<file path="src/rtl/sbox_word_serializer.sv">
// Byte-serial front end for a shared forward S-box: issues one word as four bytes, then reassembles SubWord.
// Optional macro SER_ROTWORD_EN adds rot_i, which applies RotWord to the accepted word before issue.
module sbox_word_serializer #(
    parameter int SBOX_LAT = 0
) (
    input  logic        clk,
    input  logic        reset_n,
    input  logic        in_valid,
    output logic        in_ready,
    input  logic [31:0] in_word,
`ifdef SER_ROTWORD_EN
    input  logic        rot_i,
`endif
    output logic [7:0]  sbox_u_o,
    output logic        sbox_v_o,
    input  logic [7:0]  sbox_s_i,
    output logic        out_valid,
    input  logic        out_ready,
    output logic [31:0] out_word
);

    typedef enum logic [1:0] {IDLE, ISSUE, DRAIN, HOLD} state_t;

    state_t      state_q, state_d;
    logic [31:0] word_q, word_d;
    logic [31:0] res_q, res_d;
    logic [1:0]  iss_q, iss_d;
    logic [1:0]  cap_q, cap_d;
    logic [31:0] word_in;
    logic        trk_tail;
    logic        capture;

    function automatic logic [7:0] bitrev8(input logic [7:0] b);
        logic [7:0] r;
        for (int i = 0; i < 8; i++) r[i] = b[7-i];
        return r;
    endfunction

`ifdef SER_ROTWORD_EN
    assign word_in = rot_i ? {in_word[23:0], in_word[31:24]} : in_word;
`else
    assign word_in = in_word;
`endif

    // Byte index 3-k equals ~k for a 2-bit count, so byte 3 goes out first.
    assign sbox_v_o  = (state_q == ISSUE);
    assign sbox_u_o  = sbox_v_o ? bitrev8(word_q[{~iss_q, 3'b000} +: 8]) : 8'h00;
    assign in_ready  = reset_n && (state_q == IDLE);
    assign out_valid = (state_q == HOLD);
    assign out_word  = res_q;
    assign capture   = trk_tail && ((state_q == ISSUE) || (state_q == DRAIN));

    generate
        if (SBOX_LAT == 0) begin : g_comb
            assign trk_tail = sbox_v_o;
        end else begin : g_pipe
            logic [SBOX_LAT-1:0] trk_q;
            always_ff @(posedge clk or negedge reset_n) begin
                if (!reset_n) trk_q <= '0;
                else          trk_q <= (trk_q << 1) | SBOX_LAT'(sbox_v_o);
            end
            assign trk_tail = trk_q[SBOX_LAT-1];
        end
    endgenerate

    always_comb begin
        state_d = state_q;
        word_d  = word_q;
        res_d   = res_q;
        iss_d   = iss_q;
        cap_d   = cap_q;
        if (capture) begin
            res_d[{~cap_q, 3'b000} +: 8] = bitrev8(sbox_s_i);
            cap_d = cap_q + 2'd1;
        end
        case (state_q)
            IDLE: begin
                if (in_valid) begin
                    word_d  = word_in;
                    state_d = ISSUE;
                end
            end
            ISSUE: begin
                iss_d = iss_q + 2'd1;
                if (iss_q == 2'd3) state_d = (SBOX_LAT > 0) ? DRAIN : HOLD;
            end
            DRAIN: begin
                if (capture && (cap_q == 2'd3)) state_d = HOLD;
            end
            HOLD: begin
                if (out_ready) state_d = IDLE;
            end
            default: state_d = IDLE;
        endcase
    end

    always_ff @(posedge clk or negedge reset_n) begin
        if (!reset_n) begin
            state_q <= IDLE;
            iss_q   <= 2'd0;
            cap_q   <= 2'd0;
            res_q   <= 32'h0;
        end else begin
            state_q <= state_d;
            iss_q   <= iss_d;
            cap_q   <= cap_d;
            res_q   <= res_d;
        end
    end

    // Issue word is only read while sbox_v_o gates it, so it needs no reset.
    always_ff @(posedge clk) begin
        word_q <= word_d;
    end

endmodule
</file>
<file path="config.mk">
export PLATFORM = sky130hd
export DESIGN_NAME = sbox_word_serializer
export DESIGN_NICKNAME = d
export VERILOG_FILES = /design/src/rtl/sbox_word_serializer.sv
export SDC_FILE = /design/constraint.sdc
export NUM_CORES = 1
export LEC_CHECK = 0
export ABC_AREA = 1
export CORE_UTILIZATION = 43
export DETAILED_ROUTE_END_ITERATION = 8
export GPL_TIMING_DRIVEN = 0
export PLACE_DENSITY = 0.81
export SYNTH_ARGS = -nofsm -noshare
export SYNTH_HDL_FRONTEND = slang
export SYNTH_SLANG_ARGS = --single-unit
</file>
<file path="constraint.sdc">
create_clock -name clk -period 1.7 [get_ports clk]
set_input_delay 0.34 -clock clk [delete_from_list [all_inputs] [get_ports clk]]
set_output_delay 0.34 -clock clk [all_outputs]
set_load 0.03 [all_outputs]
</file>
---- Word-level counts from Yosys, hierarchy flattened ----
Index checks and enable logic that the tools add are counted.
word-level totals
  memory bits (writable) .................. 0
  memories kept ........................... 0
  bits in read-only memories .............. 0
  output and inout bits ................... 43
  latch bits .............................. 0
  input bits .............................. 44
  bits in registers ....................... 70
  logic and storage cells ................. 36
operators by class
  order comparisons ....................... 0
  add/subtract/negate cells ............... 3
  multiplexer cells ....................... 7
  shift operators ......................... 3
  div/mod/pow operators ................... 0
  bitwise gates (word level) .............. 2
  multipliers ............................. 0
  equality and inequality tests ........... 9
  reductions and logical operators ........ 7
operator list
  kind                                                                      count
  32-bit bitwise mux                                                        1
  8-bit by 7-bit variable shift with 32-bit output (first input constant)   1
  32-bit by 6-bit variable part select with 8-bit output                    1
  8-bit by 7-bit variable part select with 32-bit output                    1
  2-bit equality test (second input constant)                               4
  2-bit 2-to-1 mux                                                          4
  8-bit 2-to-1 mux                                                          1
  2-bit one-hot mux with 4 select lines                                     1
  5-bit negator with 7-bit output                                           1
  2-bit by 1-bit inequality test with 1-bit output (second input constant)  3
  2-bit by 1-bit adder with 2-bit output (second input constant)            2
  2-bit inverter                                                            2
  4-bit AND reduction                                                       1
  1-bit logical AND                                                         3
  2-bit by 1-bit equality test with 1-bit output (second input constant)    1
  2-bit logical NOT                                                         1
  2-bit inequality test (second input constant)                             1
  2-bit AND reduction                                                       1
  1-bit logical OR                                                          1

---- Logic depth before layout (Yosys ltp) ----
  depth after elaboration ................. 6
  gate-level depth with buffers ........... 8

---- Worst setup path after synthesis ----
Ideal clock, no wire load.
  kind .................................... register -> output
  start point ............................. reg state_q[1]
  end point ............................... out sbox_u_o[0]
  cell stages (with the launch flop) ...... 7
  arrival time ............................ 1.786 ns
  setup slack ............................. -0.426 ns
  cell sequence ........................... dfrtp_1 > inv_1 > ha_1 > buf_4 > buf_6 > inv_1 > a21oi_1
on the way
  word-level cells in the longest chain between the ends .. 2
RTL lines
  item                                            line  text
  from (decl)                                     24    state_t state_q, state_d;
  from (signal assigned)                          104   state_q <= state_d;
  2-bit by 1-bit equality test with 1-bit output  46    assign sbox_v_o = (state_q == ISSUE);
  named net sbox_v_o                              15    output logic sbox_v_o,
  8-bit 2-to-1 mux                                47    assign sbox_u_o = sbox_v_o ? bitrev8(word_q[{~iss_q, 3'b000} +: 8]) : 8'h00;
  to (decl)                                       14    output logic [7:0] sbox_u_o,
The timed path passes the listed nets, and every way through them passes these cells.

---- Worst setup path in the final report ----
  start point ............................. reg state_q[1]
  end point ............................... out sbox_u_o[4]
on the way
  word-level cells in the longest chain between the ends .. 2
RTL lines
  item                                            line
  2-bit by 1-bit equality test with 1-bit output  46
  8-bit 2-to-1 mux                                47
Every way passes these cells.

==> metrics.csv <==
stage;metric;value;unit
outcome;outcome;finished, violations left;
outcome;violations;setup timing;
timing;maxSlewViolCount;0;
detailed_routing;postRouteAntennaNets;0;
detailed_routing;wl;7.61;mm
detailed_routing;wl_met3;640;um
pwr;ir_drop;1.04;mV
timing;finalHoldViolCount;0;
floorplanning;dieHeight;87.3;um
timing;setup_violations;8;
logic_synthesis;syn_area_per_cell;9.71;um2
worst_setup_path;reg2reg_from;cap_q[0];
clocking;cts_max_level;3;
timing;fmax;518;MHz
logic_synthesis;yosysUniqueCellTypes;19;
timing;finClkSkew;0.00867;ns
logic_synthesis;synth_most_common_cell;nand2_1;
worst_setup_path;cp.arrival;1.59;ns
timing;tns;-1.77;ns
logic_synthesis;ys_top_cells_by_count;nand2_1, inv_1, dfrtp_1;
logic_synthesis;synth_edf_count;32;
worst_setup_path;max_stage_delay;0.41;ns
worst_setup_path;startpoint_type;register;
pwr;pwr-share-seq;31.3;%
pwr;power_leakage;2.20;nW
logic_synthesis;synth-main-ff-cell;dfrtp_1;
clocking;clk_pin_slew;0.08;ns
detailed_routing;wl_met2;3.90;mm
detailed_routing;route.detailed.wl_per_inst;14.3;um
logic_synthesis;synthTopCellsByArea;edfxtp_1, dfrtp_1, nand2_1;
detailed_routing;first_pass_iters;4;
worst_setup_path;cp-startpoint;state_q[1];
cells_and_area;layout.nets;486;
worst_setup_path;cp_top_family;buffers and inverters;
cells_and_area;area_growth;45.5;%
cells_and_area;antenna_cells;0;
detailed_routing;drt_iter0_drc;76;
worst_setup_path;rrSetupSlack;0.17;ns
logic_synthesis;synth_warnings;0;
logic_synthesis;synth_async_sr_flop_share;54.3;%
global_route;grt_pass1_wl;11.8;mm
logic_synthesis;syn_nets;377;
pwr;power.switching;3.70;mW
worst_setup_path;critPathBufInv;5;
logic_synthesis;ys_ff_latch;70;
worst_setup_path;end_kind;output port;
clocking;clkLatencyLatePin;0.34;ns
detailed_routing;met1_length;2.96;mm
clocking;cts.sinks;70;
floorplanning;rows;30;
run;drv_cap;0;
timing;fin_crit_sh;114;%
placement;dp.cells;504;
logic_synthesis;synth_top_area_share;30.7;%
floorplanning;die_w;87.3;um
cells_and_area;drive_gt1_share;17.2;%
pwr;internal_power;4.60;mW
worst_setup_path;r2r_cells;5;
timing;finalCriticalPeriod;1.93;ns
worst_setup_path;crit_chain;inv_2, ha_4, buf_8, clkinvlp_4, buf_12, a21oi_4, buf_6;
detailed_routing;vias_per_cell;4.80;
floorplanning;pin_count;87;
timing;fin_ws;-0.230;ns
logic_synthesis;syn_inst;322;
timing;rsz0062_at_grt;true;
global_route;antenna_found_initial;0;
worst_setup_path;slowest_stage;dfrtp_1;
detailed_routing;post-route-drc-count;0;
hold_path;hold_class;in -> async;
worst_setup_path;path_max_fanout;8;
pwr;p_sw_share;44.6;%
pwr;clockPowerShare;15.7;%
global_route;grt_overflow_total;0;
pwr;combPwrFrac;53.0;%
logic_synthesis;syn_area;0.00313;mm2
worst_setup_path;path_class;reg -> out;
logic_synthesis;synth_area_leader_cell;edfxtp_1;
clocking;clockBufferDepth;2;
timing;maxSlewHeadroom;63.4;%
clocking;cts_buffers;9;
floorplanning;initial_core_util;45.3;%
detailed_routing;vias;2556;
placement;hpwl;5.20;mm
cells_and_area;finalNonFillerCells;532;
floorplanning;dieArea;0.00762;mm2
floorplanning;core;0.00691;mm2
pwr;power.density;1820;mW/mm2
detailed_routing;routed.top_layer;met4;
worst_setup_path;reg2reg_to;out_word[4];
global_route;grt_max_degree;40;
clocking;root_buffer;clkbuf_8;
logic_synthesis;yosysSeqAreaShare;61.1;%
global_route;first_global_vias;2560;
placement;io_buffer_count;86;
timing;worst_pin_slew;0.547;ns
global_route;track_usage;20.7;%
worst_setup_path;required;1.36;ns
clocking;cts_tree;built;
placement;gp_congestion;0.869;
==> cells in the final DEF, fill, tap and decap left out, types with 2 or more instances in the layout <==
master,n
buf_6,10
edfxtp_1,32
clkinv_4,2
buf_4,10
dlygate4sd2_1,32
ha_1,9
dfrtp_1,36
buf_2,2
nand3_1,20
xor2_1,2
nand3_2,3
nand4_2,4
o21ai_1,8
nand2_2,2
inv_1,49
nor2_1,4
a21oi_4,8
buf_12,5
clkdlybuf4s50_1,42
dfrtp_2,2
nand2_1,97
clkinv_2,4
clkbuf_8,9
o21ai_0,28
clkinvlp_4,4
inv_2,4
==> worst max path at each step <==
stage,slack (ns),endpoint,depth (start not counted)
3_5_place_dp,-0.83,sbox_u_o[4],7
5_1_grt,-0.30,sbox_u_o[4],7
2_1_floorplan,-0.20,sbox_u_o[0],6
6_report,-0.23,sbox_u_o[4],7
4_1_cts,-0.30,sbox_u_o[4],8
3_3_place_gp,-1.60,in_ready,4
==> final cells by class <==
type	count	area (um2)
Buffer	6	57.6
Clock buffer	10	128
Clock inverter	6	62.6
Fill cell	585	2360
Inverter	57	226
Multi-Input combinational cell	188	1060
Sequential cell	70	1910
Tap cell	96	120
Timing Repair Buffer	98	971
Timing Repair inverter	1	7.51
==> per-stage QoR <==
stage | hold slack, ns | worst slack, ns | utilization (%) | total power [mW] | instance area (um2)
floorplan | 0.0444 | -0.204 | - | 5.43 | 3250
global placement | 0.466 | -1.60 | 61.2 | 6.82 | 4230
detailed placement | 0.473 | -0.828 | 61.1 | 6.94 | 4220
CTS | -0.0321 | -0.299 | 64.3 | 8.22 | 4440
global route | 0.0486 | -0.302 | 65.9 | 8.82 | 4550
finish | 0.0593 | -0.230 | 65.9 | 8.30 | 4550
==> registers in the layout, summed over array words and instances, names as in the netlist <==
| signal | flops |
|---|---|
| cap_q | 2 |
| iss_q | 2 |
| state_q | 2 |
| out_word | 32 |
| word_q | 32 |
==> worst reg2reg max path: stages, from the launching register on <==
cell and delay (ns):
dfrtp_2 0.43, clkinv_2 0.16, ha_2 0.37, inv_2 0.09, nand4_2 0.18, o21ai_0 0.22
==> power groups by stage <==
| stage | Combinational, mW | Sequential [mW] | Clock [mW] |
|---|---|---|---|
| after floorplan | 2.22 | 3.20 | 0 |
| after global placement | 4.19 | 2.62 | 0 |
| after detailed placement | 4.31 | 2.63 | 0 |
| after CTS | 4.31 | 2.59 | 1.32 |
| after global routing | 4.77 | 2.65 | 1.40 |
| final | 4.40 | 2.60 | 1.30 |
==> timing repair <==
action,4_1_cts,5_1_grt
pin swaps,0,1
cloned,1,0
setup endpoints to repair,102,66
endpoints found under the hold margin,38,28
setup buffers,5,4
gates resized for setup,105,10
==> cells by family after synthesis <==
group | after synthesis | synth area share (%)
AND/OR/NAND/NOR | 131 | 18.2
adder cells (fa/ha/maj) | 11 | 4.40
buffers and inverters | 64 | 8.72
flip-flops | 70 | 61.1
AO/OA/AOI/OAI | 44 | 7.04
XOR/XNOR | 2 | 0.560
==> routing by layer <==
metal  up-vias  global-route usage, %
li1       1242                      -
met1      1212                   22.3
met2        92                   38.0
met3        10                   8.06
met4         0                   4.77
met5         -                      0
Note: power is estimated with default switching activity, not from simulation.
